### src/rtl/dp_reset_ce_sequencer.sv
// ============================================================================
// Module  : dp_reset_ce_sequencer
// Brief   : Brings a downstream datapath out of reset, enables ce once it is
//           ready, and drains it back into reset on stop.
// Revision: 1.0
// ============================================================================
`default_nettype none

module dp_reset_ce_sequencer #(
    parameter int RST_HOLD = 2,
    parameter int CE_DELAY = 1,
    parameter int DRAIN    = 1,
    parameter int TIMEOUT  = 8,
    parameter int CNT_W    = 4
) (
    input  logic clk,
    input  logic rst,
    input  logic start,
    input  logic stop,
    input  logic dp_ready,
    input  logic clr_err,
    output logic dut_rst,
    output logic dut_ce,
    output logic running,
    output logic up_done,
    output logic err
);

    localparam logic [2:0] c_ST_IDLE  = 3'd0;
    localparam logic [2:0] c_ST_HOLD  = 3'd1;
    localparam logic [2:0] c_ST_WAIT  = 3'd2;
    localparam logic [2:0] c_ST_CEDLY = 3'd3;
    localparam logic [2:0] c_ST_RUN   = 3'd4;
    localparam logic [2:0] c_ST_DRAIN = 3'd5;
    localparam logic [2:0] c_ST_ERROR = 3'd6;

    // Counter loads saturate at zero so a zero parameter never wraps the counter
    localparam logic [CNT_W-1:0] c_LD_HOLD  = CNT_W'((RST_HOLD > 0) ? RST_HOLD - 1 : 0);
    localparam logic [CNT_W-1:0] c_LD_CE    = CNT_W'((CE_DELAY > 0) ? CE_DELAY - 1 : 0);
    localparam logic [CNT_W-1:0] c_LD_DRAIN = CNT_W'((DRAIN > 0) ? DRAIN - 1 : 0);
    localparam logic [CNT_W-1:0] c_LD_TMO   = CNT_W'((TIMEOUT > 0) ? TIMEOUT - 1 : 0);
    localparam logic             c_CE_SKIP  = (CE_DELAY == 0);

    logic [2:0]       r_state;
    logic [CNT_W-1:0] r_cnt;

    logic [2:0]       w_state_nxt;
    logic [CNT_W-1:0] w_cnt_nxt;
    logic [CNT_W-1:0] w_cnt_dec;
    logic             w_cnt_zero;
    logic             w_rst_nxt;
    logic             w_ce_nxt;
    logic             w_run_nxt;
    logic             w_up_nxt;
    logic             w_err_nxt;

    assign w_cnt_zero = (r_cnt == '0);
    assign w_cnt_dec  = w_cnt_zero ? r_cnt : r_cnt - 1'b1;

    always_ff @(posedge clk or negedge rst) begin
        if (!rst) begin
            r_state <= c_ST_IDLE;
            r_cnt   <= '0;
            dut_rst <= 1'b1;
            dut_ce  <= 1'b0;
            running <= 1'b0;
            up_done <= 1'b0;
            err     <= 1'b0;
        end else begin
            r_state <= w_state_nxt;
            r_cnt   <= w_cnt_nxt;
            dut_rst <= w_rst_nxt;
            dut_ce  <= w_ce_nxt;
            running <= w_run_nxt;
            up_done <= w_up_nxt;
            err     <= w_err_nxt;
        end
    end

    // stop beats every other exit condition; ERROR only leaves on clr_err
    always_comb begin
        w_state_nxt = r_state;
        w_cnt_nxt   = r_cnt;
        case (r_state)
            c_ST_IDLE: begin
                if (start && !stop) begin
                    w_state_nxt = c_ST_HOLD;
                    w_cnt_nxt   = c_LD_HOLD;
                end
            end
            c_ST_HOLD: begin
                if (stop) begin
                    w_state_nxt = c_ST_IDLE;
                    w_cnt_nxt   = '0;
                end else if (w_cnt_zero) begin
                    w_state_nxt = c_ST_WAIT;
                    w_cnt_nxt   = c_LD_TMO;
                end else begin
                    w_cnt_nxt   = w_cnt_dec;
                end
            end
            c_ST_WAIT: begin
                if (stop) begin
                    w_state_nxt = c_ST_IDLE;
                    w_cnt_nxt   = '0;
                end else if (dp_ready) begin
                    w_state_nxt = c_CE_SKIP ? c_ST_RUN : c_ST_CEDLY;
                    w_cnt_nxt   = c_LD_CE;
                end else if (w_cnt_zero) begin
                    w_state_nxt = c_ST_ERROR;
                end else begin
                    w_cnt_nxt   = w_cnt_dec;
                end
            end
            c_ST_CEDLY: begin
                if (stop) begin
                    w_state_nxt = c_ST_IDLE;
                    w_cnt_nxt   = '0;
                end else if (w_cnt_zero) begin
                    w_state_nxt = c_ST_RUN;
                end else begin
                    w_cnt_nxt   = w_cnt_dec;
                end
            end
            c_ST_RUN: begin
                if (stop) begin
                    w_state_nxt = c_ST_DRAIN;
                    w_cnt_nxt   = c_LD_DRAIN;
                end
            end
            c_ST_DRAIN: begin
                if (w_cnt_zero) begin
                    w_state_nxt = c_ST_IDLE;
                end else begin
                    w_cnt_nxt   = w_cnt_dec;
                end
            end
            c_ST_ERROR: begin
                if (clr_err) begin
                    w_state_nxt = c_ST_IDLE;
                    w_cnt_nxt   = '0;
                end
            end
            default: begin
                w_state_nxt = c_ST_IDLE;
                w_cnt_nxt   = '0;
            end
        endcase
    end

    // Outputs are decoded from the next state so the registers track the state
    always_comb begin
        w_rst_nxt = (w_state_nxt == c_ST_IDLE) || (w_state_nxt == c_ST_HOLD) ||
                    (w_state_nxt == c_ST_ERROR);
        w_ce_nxt  = (w_state_nxt == c_ST_RUN);
        w_run_nxt = (w_state_nxt == c_ST_RUN);
        w_up_nxt  = (w_state_nxt == c_ST_RUN) && (r_state != c_ST_RUN);
        w_err_nxt = (w_state_nxt == c_ST_ERROR);
    end

endmodule

`default_nettype wire

### config.mk
export PLATFORM = sky130hd
export DESIGN_NAME = dp_reset_ce_sequencer
export DESIGN_NICKNAME = d
export VERILOG_FILES = /design/src/rtl/dp_reset_ce_sequencer.sv
export SDC_FILE = /design/constraint.sdc
export NUM_CORES = 1
export LEC_CHECK = 0
export CAP_MARGIN = 20
export CORE_MARGIN = 4
export CORE_UTILIZATION = 45
export DETAILED_ROUTE_END_ITERATION = 7
export GPL_ROUTABILITY_DRIVEN = 0
export HOLD_SLACK_MARGIN = 0.15
export PLACE_DENSITY = 0.72
export SYNTH_ARGS = -nofsm -noshare
export SYNTH_HDL_FRONTEND = slang
export SYNTH_SLANG_ARGS = --single-unit
### constraint.sdc
create_clock -name clk -period 2.2 [get_ports clk]
set_input_delay 0.44 -clock clk [delete_from_list [all_inputs] [get_ports clk]]
set_output_delay 0.44 -clock clk [all_outputs]
set_load 0.03 [all_outputs]
==> metrics.yaml, run 1 <==
synth_cell_type_count: 33
syn_nets: 87
hold_class: "in2async"
grt_max_degree: 13
maxCapViolations: 0
critPathSlowestCell: "dfrtp_1"
path_cells: "inv_1 > ha_1 > nor3b_4 > inv_4 > ha_1 > a221oi_1 > a21oi_1"
ctsLongestPathBuffers: 2
syn_area_um2: 737
critPathMaxStageDelay_ns: 0.41
row_count: 14
grt_pass1_wl_mm: 2.55
synth_seq_area_share_pct: 37.5
die-area_mm2: 0.00235
yosysTopAreaCell: "dfrtp_1"
routed_wl_mm: 1.52
worstPathRequired_ns: 2.35
drtIter0Drc: 11
outcome: "complete, no violations"
slew_headroom_pct: 67.3
path_max_fanout: 7
routed-via-count: 610
netlist_instances: 79
die_x_um: 48.5
first_global_vias: 575
numCtsBuffers: 3
synth.most_common_cell: "dfrtp_1"
synthArstFlopShare_pct: 100
hold_viol_final: 0
r2r_cells: 7
dp_hpwl_mm: 1.14
root_buffer: "clkbuf_4"
multi_input_area_um2: 394
holdWs_ns: 0.491
drtPass1Iterations: 4
fill_cells: 133
cts_sinks: 11
wire_per_inst_um: 14.4
finClkSkew_ns: 0.00571
met1Wirelength_um: 672
swShare_pct: 48.3
power.share.clock_pct: 12.3
synth-edff-count: 0
viasPerCell: 5.81
rsz0062_at_grt: "no"
p_int_w: 0.000588
power.leakage_nw: 0.362
clock.fmax_mhz: 502
nets: 98
cp-endpoint: "r_cnt[0]"
final_core_util_pct: 56.6
cp.arrival_ns: 2.14
start_util_pct: 48.4
drc_errors: 0
ant_nets: 0
grt_overflow_total: 0
cp_num_buf_inv: 2
ys.flop_type: "dfrtp_1"
ctsHoldBuffers: 0
die_h_um: 48.5
ys_warn_count: 0
path_clk_slew_ns: 0.08
crit_path_end_kind: "register"
coreArea_mm2: 0.00152
dr_wl_met3_um: 69
peakVddDrop_v: 0.000698
io_buffer_count: 10
boundaryPins: 11
area_growth_pct: 17.0
ys_ff_latch: 11
worstReg2RegEnd: "r_cnt[0]"
combPwrFrac_pct: 54.0
drive_gt1_share_pct: 13.5
startpoint: "r_cnt[0]"
grt_usage_pct: 13.6
cts.repair.resized: 0
crit_path_frequent_cell: "ha_1"
period_share_pct: 90.5
p_per_area_mw_per_mm2: 1320
fin_crit_ns: 1.99
synth.avg_cell_area_um2: 9.33
p_switching_w: 0.000548
worst_pin_slew_ns: 0.489
path_delay_family: "adder cells"
cts_tree: "done"
critPathKind: "reg2reg"
final_max_slew_viol_count: 0
setup_viol: 0
n_antenna_cell: 0
top_layer: "met4"
post-cts-setup-buffers: 0
setup_tns_ns: 0
regArea_um2: 277
wl_met2_um: 753
path_depth: 7
h-tree-depth: 1
antenna_found_initial: 0
seqPwrFrac_pct: 33.7
reg2reg_from: "r_cnt[0]"
synth_top_cell_area_share_pct: 34.0
synth_area_leaders: "dfrtp_1 (34%), a21oi_1 (4.8%), o21ai_0 (4.8%)"
insertion_delay_ns: 0.27
netlist_top_cells_count: "dfrtp_1 (10), inv_1 (8), a21oi_1 (7), o21ai_0 (7), nor2_1 (6)"
r2r_setup_slack_ns: 0.21
cp-start-kind: "register"
[per-stage QoR]
stage / area [um^2] / cells / power [W] / setup WS (ns)
floorplan: 737 / 79 / 0.000868 / 0.464
global placement: 835 / 101 / 0.000983 / 0.220
detailed placement: 835 / 101 / 0.000998 / 0.209
CTS: 862 / 105 / 0.00114 / 0.211
global route: 862 / 105 / 0.00123 / 0.0601
finish: 862 / 105 / 0.00114 / 0.210
[final cells by class]
type / count / share of cell area, %
clock buffer: 3 / 2.61
clock inverter: 1 / 0.581
inverter: 9 / 4.21
multi-input combinational: 54 / 45.7
sequential: 11 / 32.1
tap: 16 / 2.32
timing repair buffer: 11 / 12.5
[sequential cells by signal, summed over array words and instances (netlist names)]
signal and count:
r_state 3, running 1, err 1, up_done 1, dut_rst 1, r_cnt 4
[layout by cell type, fill, tap and decap left out]
master / Yosys / layout
nor3_1: 1 / 1
nor3b_4: 1 / 1
nand2b_1: 1 / 1
o21ai_0: 7 / 7
mux2i_1: 3 / 3
clkinv_2: 0 / 1
inv_1: 8 / 8
clkbuf_4: 0 / 3
ha_1: 2 / 2
a21oi_1: 7 / 7
o21ai_1: 1 / 1
o41ai_4: 1 / 1
a2111oi_0: 1 / 1
a21o_1: 1 / 1
nor2_1: 6 / 6
nor4_1: 2 / 2
a31oi_2: 1 / 1
nand4_1: 1 / 1
inv_4: 1 / 1
nand3b_1: 1 / 1
dfstp_2: 1 / 1
a221oi_1: 1 / 1
a22oi_1: 1 / 1
a211oi_1: 1 / 1
buf_4: 2 / 1
o311a_1: 1 / 1
a21oi_2: 1 / 1
nand2_1: 5 / 5
a311o_1: 1 / 1
o32ai_4: 1 / 1
nand3_1: 1 / 1
a31oi_1: 1 / 1
dfrtp_1: 10 / 10
nor2b_1: 3 / 3
clkdlybuf4s50_1: 0 / 10
[layer usage]
layer / vias up / GRT usage, %
met1: 291 / 16.3
met5: - / 0
met4: 0 / 4.04
met2: 10 / 21.5
li1: 305 / -
met3: 4 / 6.44
[how the worst min path moves through the flow]
stage	end	slack, ns	depth (start not counted)
6_report	up_done	0.49	1
2_1_floorplan	err	0.14	0
4_1_cts	up_done	0.50	1
5_1_grt	up_done	0.52	1
3_3_place_gp	r_cnt[3]	0.54	1
3_5_place_dp	r_cnt[3]	0.55	1
[cell families (layout without fill, tap and decap cells)]
group,after synthesis,count (layout),share of synthesized area [%]
AO/OA/AOI/OAI,27,27,29.5
adder cells (fa/ha/maj),2,2,3.40
flip-flops,11,11,37.5
AND/OR/NAND/NOR,22,22,16.5
multiplexers,3,3,4.07
buffers and inverters,14,24,9.00
[power by group through the flow]
stage	Combinational [W]	Sequential (W)	Clock [W]
global placement	0.000603	0.000380	0
detailed placement	0.000613	0.000385	0
finish	0.000614	0.000382	0.000140
CTS	0.000616	0.000381	0.000145
floorplan	0.000533	0.000335	0
global route	0.000682	0.000398	0.000154
Note: power is estimated with default switching activity, not from simulation.
==> inputs of run 2 (changes only) <==
- CTS_BUF_LIST: unset -> sky130_fd_sc_hd__clkbuf_4
- CTS_CLUSTER_SIZE: unset -> 24
==> results of run 2 <==
The final DEF is identical to that of run 1; final timing and power are the same.
